===== src/rtl/alu_pkg.sv =====
`default_nettype none
// ============================================================================
// Module   : alu_pkg
// Brief    : Mode encoding shared by the pipelined ALU, its bus and the bench.
// Revision : 1.0 - initial release
// ============================================================================
package alu_pkg;

    typedef enum logic [1:0] {
        ALU_ADD  = 2'b00,
        ALU_PASS = 2'b01,
        ALU_ACC  = 2'b10,
        ALU_SUB  = 2'b11
    } alu_mode_e;

endpackage : alu_pkg
`default_nettype wire


===== src/rtl/alu_pipe_if.sv =====
`default_nettype none
// ============================================================================
// Module   : alu_pipe_if
// Brief    : Operand/result streaming bus; slave = ALU side, master = source/sink.
// Revision : 1.0 - initial release
// ============================================================================
interface alu_pipe_if
    import alu_pkg::*;
#(
    parameter int WIDTH = 5
);
    logic             in_valid;
    logic             in_ready;
    logic [WIDTH-1:0] var_1;
    logic [WIDTH-1:0] var_2;
    alu_mode_e        mode;
    logic             acc_clr;
    logic             out_valid;
    logic             out_ready;
    logic [WIDTH-1:0] result;
    logic             overflow;

    modport master (
        output in_valid, var_1, var_2, mode, acc_clr, out_ready,
        input  in_ready, out_valid, result, overflow
    );

    modport slave (
        input  in_valid, var_1, var_2, mode, acc_clr, out_ready,
        output in_ready, out_valid, result, overflow
    );

endinterface : alu_pipe_if
`default_nettype wire


===== src/rtl/alu_sat_addsub.sv =====
`default_nettype none
// ============================================================================
// Module   : alu_sat_addsub
// Brief    : Signed add/sub with overflow detect and optional saturation.
// Revision : 1.0 - initial release
// ============================================================================
module alu_sat_addsub #(
    parameter int WIDTH    = 5,
    parameter bit SATURATE = 1'b1
) (
    input  wire logic [WIDTH-1:0] a,
    input  wire logic [WIDTH-1:0] b,
    input  wire logic             sub,
    output logic      [WIDTH-1:0] res,
    output logic                  ovf,
    output logic      [WIDTH:0]   full
);

    logic [WIDTH:0] w_a_ext;
    logic [WIDTH:0] w_b_ext;

    assign w_a_ext = {a[WIDTH-1], a};
    assign w_b_ext = {b[WIDTH-1], b};
    assign full    = sub ? (w_a_ext - w_b_ext) : (w_a_ext + w_b_ext);
    // The extra sign bit disagrees with the result MSB exactly on signed overflow.
    assign ovf     = full[WIDTH] ^ full[WIDTH-1];

    generate
        if (SATURATE) begin : g_sat
            localparam logic [WIDTH-1:0] c_max = {1'b0, {(WIDTH-1){1'b1}}};
            localparam logic [WIDTH-1:0] c_min = {1'b1, {(WIDTH-1){1'b0}}};
            assign res = ovf ? (full[WIDTH] ? c_min : c_max) : full[WIDTH-1:0];
        end else begin : g_wrap
            assign res = full[WIDTH-1:0];
        end
    endgenerate

endmodule : alu_sat_addsub
`default_nettype wire


===== src/rtl/alu_pipe.sv =====
`default_nettype none
// ============================================================================
// Module   : alu_pipe
// Brief    : Two-stage valid/ready ALU: add, sub, pass and saturating accumulate.
// Revision : 1.0 - initial release
// ============================================================================
module alu_pipe
    import alu_pkg::*;
#(
    parameter int WIDTH    = 5,
    parameter bit SATURATE = 1'b1
) (
    input  wire logic clk,
    input  wire logic rst_n,
    alu_pipe_if.slave bus
);

    localparam logic [WIDTH-1:0] c_max = {1'b0, {(WIDTH-1){1'b1}}};
    localparam logic [WIDTH-1:0] c_min = {1'b1, {(WIDTH-1){1'b0}}};

    logic             w_s2_en;
    logic             w_s1_en;
    logic             w_accept;
    logic             w_acc_beat;
    logic             w_sub;
    logic [WIDTH-1:0] w_b;
    logic [WIDTH-1:0] w_res;
    logic             w_ovf;
    logic [WIDTH:0]   w_full;
    logic [WIDTH-1:0] w_s2_res;
    logic             w_s2_ovf;

    logic             r_s1_v;
    logic [WIDTH:0]   r_s1_full;
    logic             r_s1_ovf;
    alu_mode_e        r_s1_mode;
    logic             r_s2_v;
    logic [WIDTH-1:0] r_s2_res;
    logic             r_s2_ovf;
    logic [WIDTH-1:0] r_acc;

    assign w_s2_en    = !r_s2_v || bus.out_ready;
    assign w_s1_en    = !r_s1_v || w_s2_en;
    assign w_accept   = bus.in_valid && w_s1_en;
    assign w_acc_beat = w_accept && (bus.mode == ALU_ACC);

    // A clear in the same cycle as an ACC beat makes that beat start from zero.
    always_comb begin
        w_b   = bus.var_2;
        w_sub = 1'b0;
        case (bus.mode)
            ALU_SUB:  w_sub = 1'b1;
            ALU_PASS: w_b   = '0;
            ALU_ACC:  w_b   = bus.acc_clr ? '0 : r_acc;
            default:  w_b   = bus.var_2;
        endcase
    end

    alu_sat_addsub #(
        .WIDTH    (WIDTH),
        .SATURATE (SATURATE)
    ) u_addsub (
        .a    (bus.var_1),
        .b    (w_b),
        .sub  (w_sub),
        .res  (w_res),
        .ovf  (w_ovf),
        .full (w_full)
    );

    assign w_s2_ovf = r_s1_ovf && (r_s1_mode != ALU_PASS);
    assign w_s2_res = (SATURATE && w_s2_ovf) ? (r_s1_full[WIDTH] ? c_min : c_max)
                                             : r_s1_full[WIDTH-1:0];

    always_ff @(posedge clk or negedge rst_n) begin
        if (!rst_n) begin
            r_s1_v    <= 1'b0;
            r_s1_full <= '0;
            r_s1_ovf  <= 1'b0;
            r_s1_mode <= ALU_ADD;
            r_s2_v    <= 1'b0;
            r_s2_res  <= '0;
            r_s2_ovf  <= 1'b0;
            r_acc     <= '0;
        end else begin
            if (w_s1_en) begin
                r_s1_v <= w_accept;
                if (w_accept) begin
                    r_s1_full <= w_full;
                    r_s1_ovf  <= w_ovf;
                    r_s1_mode <= bus.mode;
                end
            end
            if (w_s2_en) begin
                r_s2_v <= r_s1_v;
                if (r_s1_v) begin
                    r_s2_res <= w_s2_res;
                    r_s2_ovf <= w_s2_ovf;
                end
            end
            // Updating at acceptance lets back-to-back ACC beats chain with no stall.
            if (w_acc_beat) begin
                r_acc <= w_res;
            end else if (bus.acc_clr) begin
                r_acc <= '0;
            end
        end
    end

    assign bus.in_ready  = w_s1_en;
    assign bus.out_valid = r_s2_v;
    assign bus.result    = r_s2_res;
    assign bus.overflow  = r_s2_ovf;

endmodule : alu_pipe
`default_nettype wire


===== src/flat_wrapper.sv =====
// flat-port wrapper written by rule: the top's interface ports become plain ports
module alu_pipe_flat import alu_pkg::*;
#(
    parameter int WIDTH    = 5,
    parameter bit SATURATE = 1'b1
)
  (clk, rst_n, bus_in_valid, bus_var_1, bus_var_2, bus_mode, bus_acc_clr, bus_out_ready, bus_in_ready, bus_out_valid, bus_result, bus_overflow);
  alu_pipe_if #(.WIDTH(WIDTH)) bus_i ();
  input  wire logic clk;
  input  wire logic rst_n;
  input wire logic [$bits(bus_i.in_valid)-1:0] bus_in_valid;
  input wire logic [$bits(bus_i.var_1)-1:0] bus_var_1;
  input wire logic [$bits(bus_i.var_2)-1:0] bus_var_2;
  input wire logic [$bits(bus_i.mode)-1:0] bus_mode;
  input wire logic [$bits(bus_i.acc_clr)-1:0] bus_acc_clr;
  input wire logic [$bits(bus_i.out_ready)-1:0] bus_out_ready;
  output wire logic [$bits(bus_i.in_ready)-1:0] bus_in_ready;
  output wire logic [$bits(bus_i.out_valid)-1:0] bus_out_valid;
  output wire logic [$bits(bus_i.result)-1:0] bus_result;
  output wire logic [$bits(bus_i.overflow)-1:0] bus_overflow;
  assign bus_i.in_valid = bus_in_valid;
  assign bus_i.var_1 = bus_var_1;
  assign bus_i.var_2 = bus_var_2;
  assign bus_i.mode = bus_mode;
  assign bus_i.acc_clr = bus_acc_clr;
  assign bus_i.out_ready = bus_out_ready;
  assign bus_in_ready = bus_i.in_ready;
  assign bus_out_valid = bus_i.out_valid;
  assign bus_result = bus_i.result;
  assign bus_overflow = bus_i.overflow;
  alu_pipe #(.WIDTH(WIDTH), .SATURATE(SATURATE)) u_core (.clk(clk), .rst_n(rst_n), .bus(bus_i));
endmodule

===== config.mk =====
export PLATFORM = sky130hd
export DESIGN_NAME = alu_pipe_flat
export DESIGN_NICKNAME = d
export VERILOG_FILES = /design/src/rtl/alu_pkg.sv /design/src/rtl/alu_pipe_if.sv /design/src/rtl/alu_sat_addsub.sv /design/src/rtl/alu_pipe.sv /design/src/flat_wrapper.sv
export SDC_FILE = /design/constraint.sdc
export NUM_CORES = 1
export LEC_CHECK = 0
export BUFFER_PORTS_ARGS = -buffer_cell sky130_fd_sc_hd__buf_2
export CORE_MARGIN = 2
export CORE_UTILIZATION = 59
export DETAILED_ROUTE_END_ITERATION = 16
export HOLD_SLACK_MARGIN = 0.06
export PLACE_DENSITY = 0.92
export SLEW_MARGIN = 20
export SYNTH_ARGS = -nofsm -noshare
export SYNTH_HDL_FRONTEND = slang
export SYNTH_SLANG_ARGS = --single-unit
export TNS_END_PERCENT = 1

===== constraint.sdc =====
create_clock -name clk -period 7.2 [get_ports clk]
set_input_delay 1.44 -clock clk [delete_from_list [all_inputs] [get_ports clk]]
set_output_delay 1.44 -clock clk [all_outputs]
set_load 0.005 [all_outputs]

Word level (Yosys, flattened, before mapping)
Index checks and enable logic that the tools add are counted.
- add/sub/neg operators: 2
- equality and inequality tests: 4
- mux-type cells: 9
- bitwise gates (word level): 1
- reductions and logical operators: 9
- operators by type and width (kind ; number):
    $mux W5 ; 6
    $pmux W5 S2 ; 1
    $add A5 B5 Y6 ; 1
    $mux W6 ; 1
    $sub A5 B5 Y6 ; 1
    $eq A2 B2 Y1 const B ; 2
    $reduce_and A2 Y1 ; 2
    $logic_and A1 B1 Y1 ; 3
    $eq A2 B1 Y1 const B ; 1
    $logic_not A1 Y1 ; 2
    $logic_or A1 B1 Y1 ; 2
    $ne A2 B1 Y1 const B ; 1
    $mux W1 ; 1
    $xor A1 B1 Y1 ; 1
- register bits: 22
- output and inout bits: 8

Longest topological paths before layout
- depth after elaboration: 7
- gate-level depth with buffers: 15
- gate-level depth less buffers: 14

Hierarchy
A second synthesis with hierarchy kept.
- cells, all modules: 135
- area, all modules: 1443.9 sq um
- by module, submodules not included (module ; instances ; cells an instance ; area each (sq um) ; seq. area each (sq um)):
    alu_pipe ; 1 ; 88 ; 1057.3 ; 550.5
    alu_sat_addsub ; 1 ; 47 ; 386.6 ; 0.0

Worst setup path before layout
No wires, ideal clock.
- path type: input to register
- start: input port bus_mode[0]
- end: register u_core.r_s1_ovf
- data arrival time: 4.307 ns
- data required time: 7.074 ns
- setup slack: 2.767 ns
- stages on the path: 15
- buffers on the path: 1
- cell sequence: inv_1 ha_1 buf_6 nor3b_2 a21boi_1 nor2b_1 a31oi_1 xor2_1 ha_1 nor2b_1 a221oi_1 o311ai_2 a21o_2 and4b_1 a221o_1
- cells in the longest elaborated chain, start to end: 5
- elaborated cells between the ends (all ways): 9
- RTL lines (what ; RTL line ; source):
    start: declaration ; flat_wrapper.sv:14 ; input wire logic [$bits(bus_i.mode)-1:0] bus_mode;
    $eq A2 B2 Y1 or $eq A2 B1 Y1 (tied branches) ; alu_pipe.sv:51 ; case (bus.mode)
    $pmux W5 S2 ; alu_pipe.sv:51 ;
    $add A5 B5 Y6 or $sub A5 B5 Y6 (tied branches) ; alu_sat_addsub.sv:24 ; assign full = sub ? (w_a_ext - w_b_ext) : (w_a_ext + w_b_ext);
    $mux W6 * ; alu_sat_addsub.sv:24 ;
    $xor A1 B1 Y1 * ; alu_sat_addsub.sv:26 ; assign ovf = full[WIDTH] ^ full[WIDTH-1];
    end signal: assignment ; alu_pipe.sv:90 ; r_s1_ovf <= w_ovf;
    end: declaration ; alu_pipe.sv:35 ; logic r_s1_ovf;
Mark *: on every way between the ends. The rest lies on a longest branch, timed or not.
A chain may end at the register's enable or synchronous reset.

Worst setup path in the final report
- start: input port bus_mode[0]
- end: register u_core.r_acc[1]
- cells in the longest elaborated chain, start to end: 7
- elaborated cells between the ends (all ways): 13
- RTL lines (what ; RTL line ; source):
    $eq A2 B2 Y1 or $eq A2 B1 Y1 (tied branches) ; alu_pipe.sv:45, alu_pipe.sv:51 ;
    $pmux W5 S2 ; alu_pipe.sv:51 ;
    $add A5 B5 Y6 or $sub A5 B5 Y6 (tied branches) ; alu_sat_addsub.sv:24 ;
    $mux W6 ; alu_sat_addsub.sv:24 ;
    $mux W5 or $xor A1 B1 Y1 (tied branches) ; alu_sat_addsub.sv:32, alu_sat_addsub.sv:26 ;
    $mux W5 ; alu_sat_addsub.sv:32 ; assign res = ovf ? (full[WIDTH] ? c_min : c_max) : full[WIDTH-1:0];
    $mux W5 * ; alu_pipe.sv:102 ; if (w_acc_beat) begin
    end signal: assignment ; alu_pipe.sv:103 ; r_acc <= w_res;
    end: declaration ; alu_pipe.sv:40 ; logic [WIDTH-1:0] r_acc;
Marks and branches as above.

==> results.cfg <==
[timing]
fmax_ghz = 0.2172
setup-tns-final_ps = 0
post-route-min-period_ps = 4605
relSlewSlack_pct = 58.18
rsz0062_at_grt = false
hold_violations = 0
worst_slew_pin_slew_ps = 622.9
clock-skew-final_ps = 16.38
setup_viol = 0
slew_viol_final = 0
finalCritPeriodShare_pct = 63.95

[pwr]
power_density_mw_per_mm2 = 285.6
p_switching_uw = 158.7
combPwrFrac_pct = 38.9
p_int_uw = 298.6
seqPwrFrac_pct = 40.3
vdd_drop_max_mv = 0.1663
p_leak_nw = 0.7273
p_sw_share_pct = 34.70
clkPwrFrac_pct = 20.7

[yosys]
ys.flop_type = dfrtp_1
synth_cell_types = 39
synth-edff-count = 0
ys_warn_count = 0
avgSynthCellArea_um2 = 9.701
syn_area_mm2 = 0.001416
yosys_register_bits = 22
async_reset_ff_share_pct = 100.0
syn-instance-count = 146
ys_seq_area_share_pct = 38.87
syn_nets = 172

[global_route]
antenna_found_initial = 0
grt_first_pass_wirelength_um = 4995
grt_max_degree = 23
overflow = 0
grt_pass1_vias = 1164
track_usage_pct = 24.98

[routing]
drt_iter0_markers = 20
drc = 0
route.met2.wl_um = 1593
via_per_inst = 6.146
wl_per_cell_um = 15.53
firstDrtPassIters = 4
top_layer_used = met4
routed_wirelength_um = 3075
drt-met1-wl_um = 1299
vias = 1217
wl_met3_um = 117
ant_nets = 0

[cts]
cts_buffer_depth = 2
clk_pin_slew_ps = 130
cts_buffers = 3
cts_max_level = 1
cts-root-buf = clkbuf_4
cts_setup_buffers = 0
clkLatencyLatePin_ps = 320
post_cts_resized = 0
cts_tree = yes
cts.sinks = 22
ctsHoldBuffers = 0

[die]
dieArea_mm2 = 0.002808
die_h_um = 53.00
fp.dieW_um = 53.00
ios = 25
core_mm2 = 0.002233
rows = 17
start_util_pct = 63.42

[place]
io_buffers = 24
post_dp_cell_area_mm2 = 0.001549
dp_hpwl_um = 2403
gp_congestion = 0.8713

[job]
max_cap_viol_count = 0

[setup_path]
path_class = in2reg
cp.required_ps = 7380
critPathCaptureType = flop
path_max_fanout = 13
cp.arrival_ps = 4780
startpoint_type = input port

[finish]
drive_gt1_share_pct = 23.53
diodes = 0
syn2layout_area_growth_pct = 13.07
fin_nets = 197
finalInstanceArea_mm2 = 0.001602

[status]
status = complete, no violations

[worst_hold_path]
min_path_type = reg2reg
cells in the final DEF, fill, tap and decap left out, drive strengths merged:
| cell | netlist | final |
|---|---|---|
| buf | 1 | 24 |
| dfrtp | 22 | 22 |
| nand2 | 16 | 16 |
| o21ai | 13 | 13 |
| a21oi | 12 | 12 |
| ha | 8 | 8 |
| inv | 7 | 7 |
| a31oi | 6 | 6 |
| mux2 | 6 | 6 |
| nand3 | 6 | 6 |
| nand2b | 5 | 5 |
| xor2 | 5 | 5 |
| nor4bb | 4 | 4 |
| o31ai | 4 | 4 |
| nor2b | 3 | 3 |
| nor2 | 3 | 3 |
| clkbuf | 3 | 3 |
| xnor2 | 2 | 2 |
| mux2i | 2 | 2 |
| nor3b | 2 | 2 |
| a21boi | 2 | 2 |
| a221oi | 2 | 2 |
| o311ai | 2 | 2 |
| a21o | 2 | 2 |
| nand3b | 1 | 1 |
| nand4 | 1 | 1 |
| o21a | 1 | 1 |
| o31a | 1 | 1 |
| a31o | 1 | 1 |
| and4b | 1 | 1 |
| a221o | 1 | 1 |
| fa | 1 | 1 |
| bufinv | 0 | 1 |
stage by stage:
stage               hold WS, ps  std cells  setup slack, ps  total power [mW]  utilization, %
floorplan                 449.8        146             2767            0.3081               -
global placement          456.4        194             2476            0.3524           69.36
detailed placement        465.8        194             2319            0.3634           69.36
CTS                       494.8        198             2639            0.4567           71.71
global route              520.4        198             2402            0.4897           71.71
finish                    495.2        198             2595            0.4573           71.71
path summary, 6_finish.rpt:
kind                                                  start                                to  slack, ps  cells after the start
hold / removal             u_core.bus.result[0]$_DFFE_PN0P_  u_core.bus.result[0]$_DFFE_PN0P_        500                      2
min in group asynchronous                             rst_n       u_core.r_s1_ovf$_DFFE_PN0P_       1050                      1
setup reg to reg                  u_core.r_acc[1]$_DFF_PN0_         u_core.r_acc[1]$_DFF_PN0_       4090                     12
hold reg to reg            u_core.bus.result[0]$_DFFE_PN0P_  u_core.bus.result[0]$_DFFE_PN0P_        500                      2
max in group asynchronous                             rst_n         u_core.r_s1_v$_DFFE_PN0N_       5810                      1
setup / recovery                                bus_mode[0]         u_core.r_acc[1]$_DFF_PN0_       2600                     15
power by group through the flow:
stage | combinational (mW) | sequential [mW] | clock, mW
5_1_grt | 0.199 | 0.190 | 0.101
2_1_floorplan | 0.124 | 0.184 | 0
6_report | 0.178 | 0.184 | 0.0949
3_3_place_gp | 0.168 | 0.184 | 0
3_5_place_dp | 0.176 | 0.187 | 0
4_1_cts | 0.177 | 0.185 | 0.0949
cell families after synthesis:
group,count (synthesis),synth area share (%)
muxes,8,6.183
buffers and inverters,11,3.445
adders and majority gates,9,8.481
DFF,22,38.87
xor gates and xnor gates,7,4.329
AOI/OAI and AO/OA,47,21.73
and+or+nand+nor,42,16.96
critical path: stages:
cell and delay, ps:
buf_2 90, inv_1 60, ha_1 510, nor3b_2 120
a21boi_1 250, nor2b_1 240, a31oi_1 120, xor2_1 160
ha_1 330, nor2b_1 170, a221oi_1 340, o311ai_2 200
a21o_2 280, a21oi_1 330, o31ai_1 140
registers in the layout, indices dropped and copies added, names as in the netlist:
name / flops
u_core.bus.result: 5
u_core.r_s1_mode: 2
u_core.r_s1_full: 6
u_core.r_s1_ovf: 1
u_core.r_s1_v: 1
u_core.bus.overflow: 1
u_core.bus.out_valid: 1
u_core.r_acc: 5
layer usage:
metal,global-route usage (%),vias up
met5,0,-
li1,-,586
met2,44.79,40
met3,5.085,8
met1,28.13,583
met4,11.54,0
final cells by class:
type | count | area, µm²
Timing Repair Buffer | 24 | 120.1
Tap cell | 28 | 35.03
Clock inverter | 1 | 30.03
Inverter | 7 | 26.28
Fill cell | 186 | 631.9
Clock buffer | 3 | 22.52
Sequential cell | 22 | 550.5
Multi-Input combinational cell | 113 | 817.0
cells in the mapped netlist (2+ instances only):
library cell	instances	area (µm²)
mux2i_1	2	20.02
ha_1	8	100.1
o21ai_0	12	60.06
dfrtp_1	22	550.5
nor4bb_1	4	40.04
nand2_1	16	60.06
clkbuf_1	3	11.26
nand3_1	5	25.02
nor2_1	3	11.26
inv_1	7	26.28
a31oi_1	6	37.54
xor2_1	5	43.79
mux2_2	6	67.56
o31ai_1	4	30.03
xnor2_1	2	17.52
nor2b_1	3	18.77
a21oi_1	12	60.06
nand2b_1	5	31.28
Power figures use the tool's default switching activity.
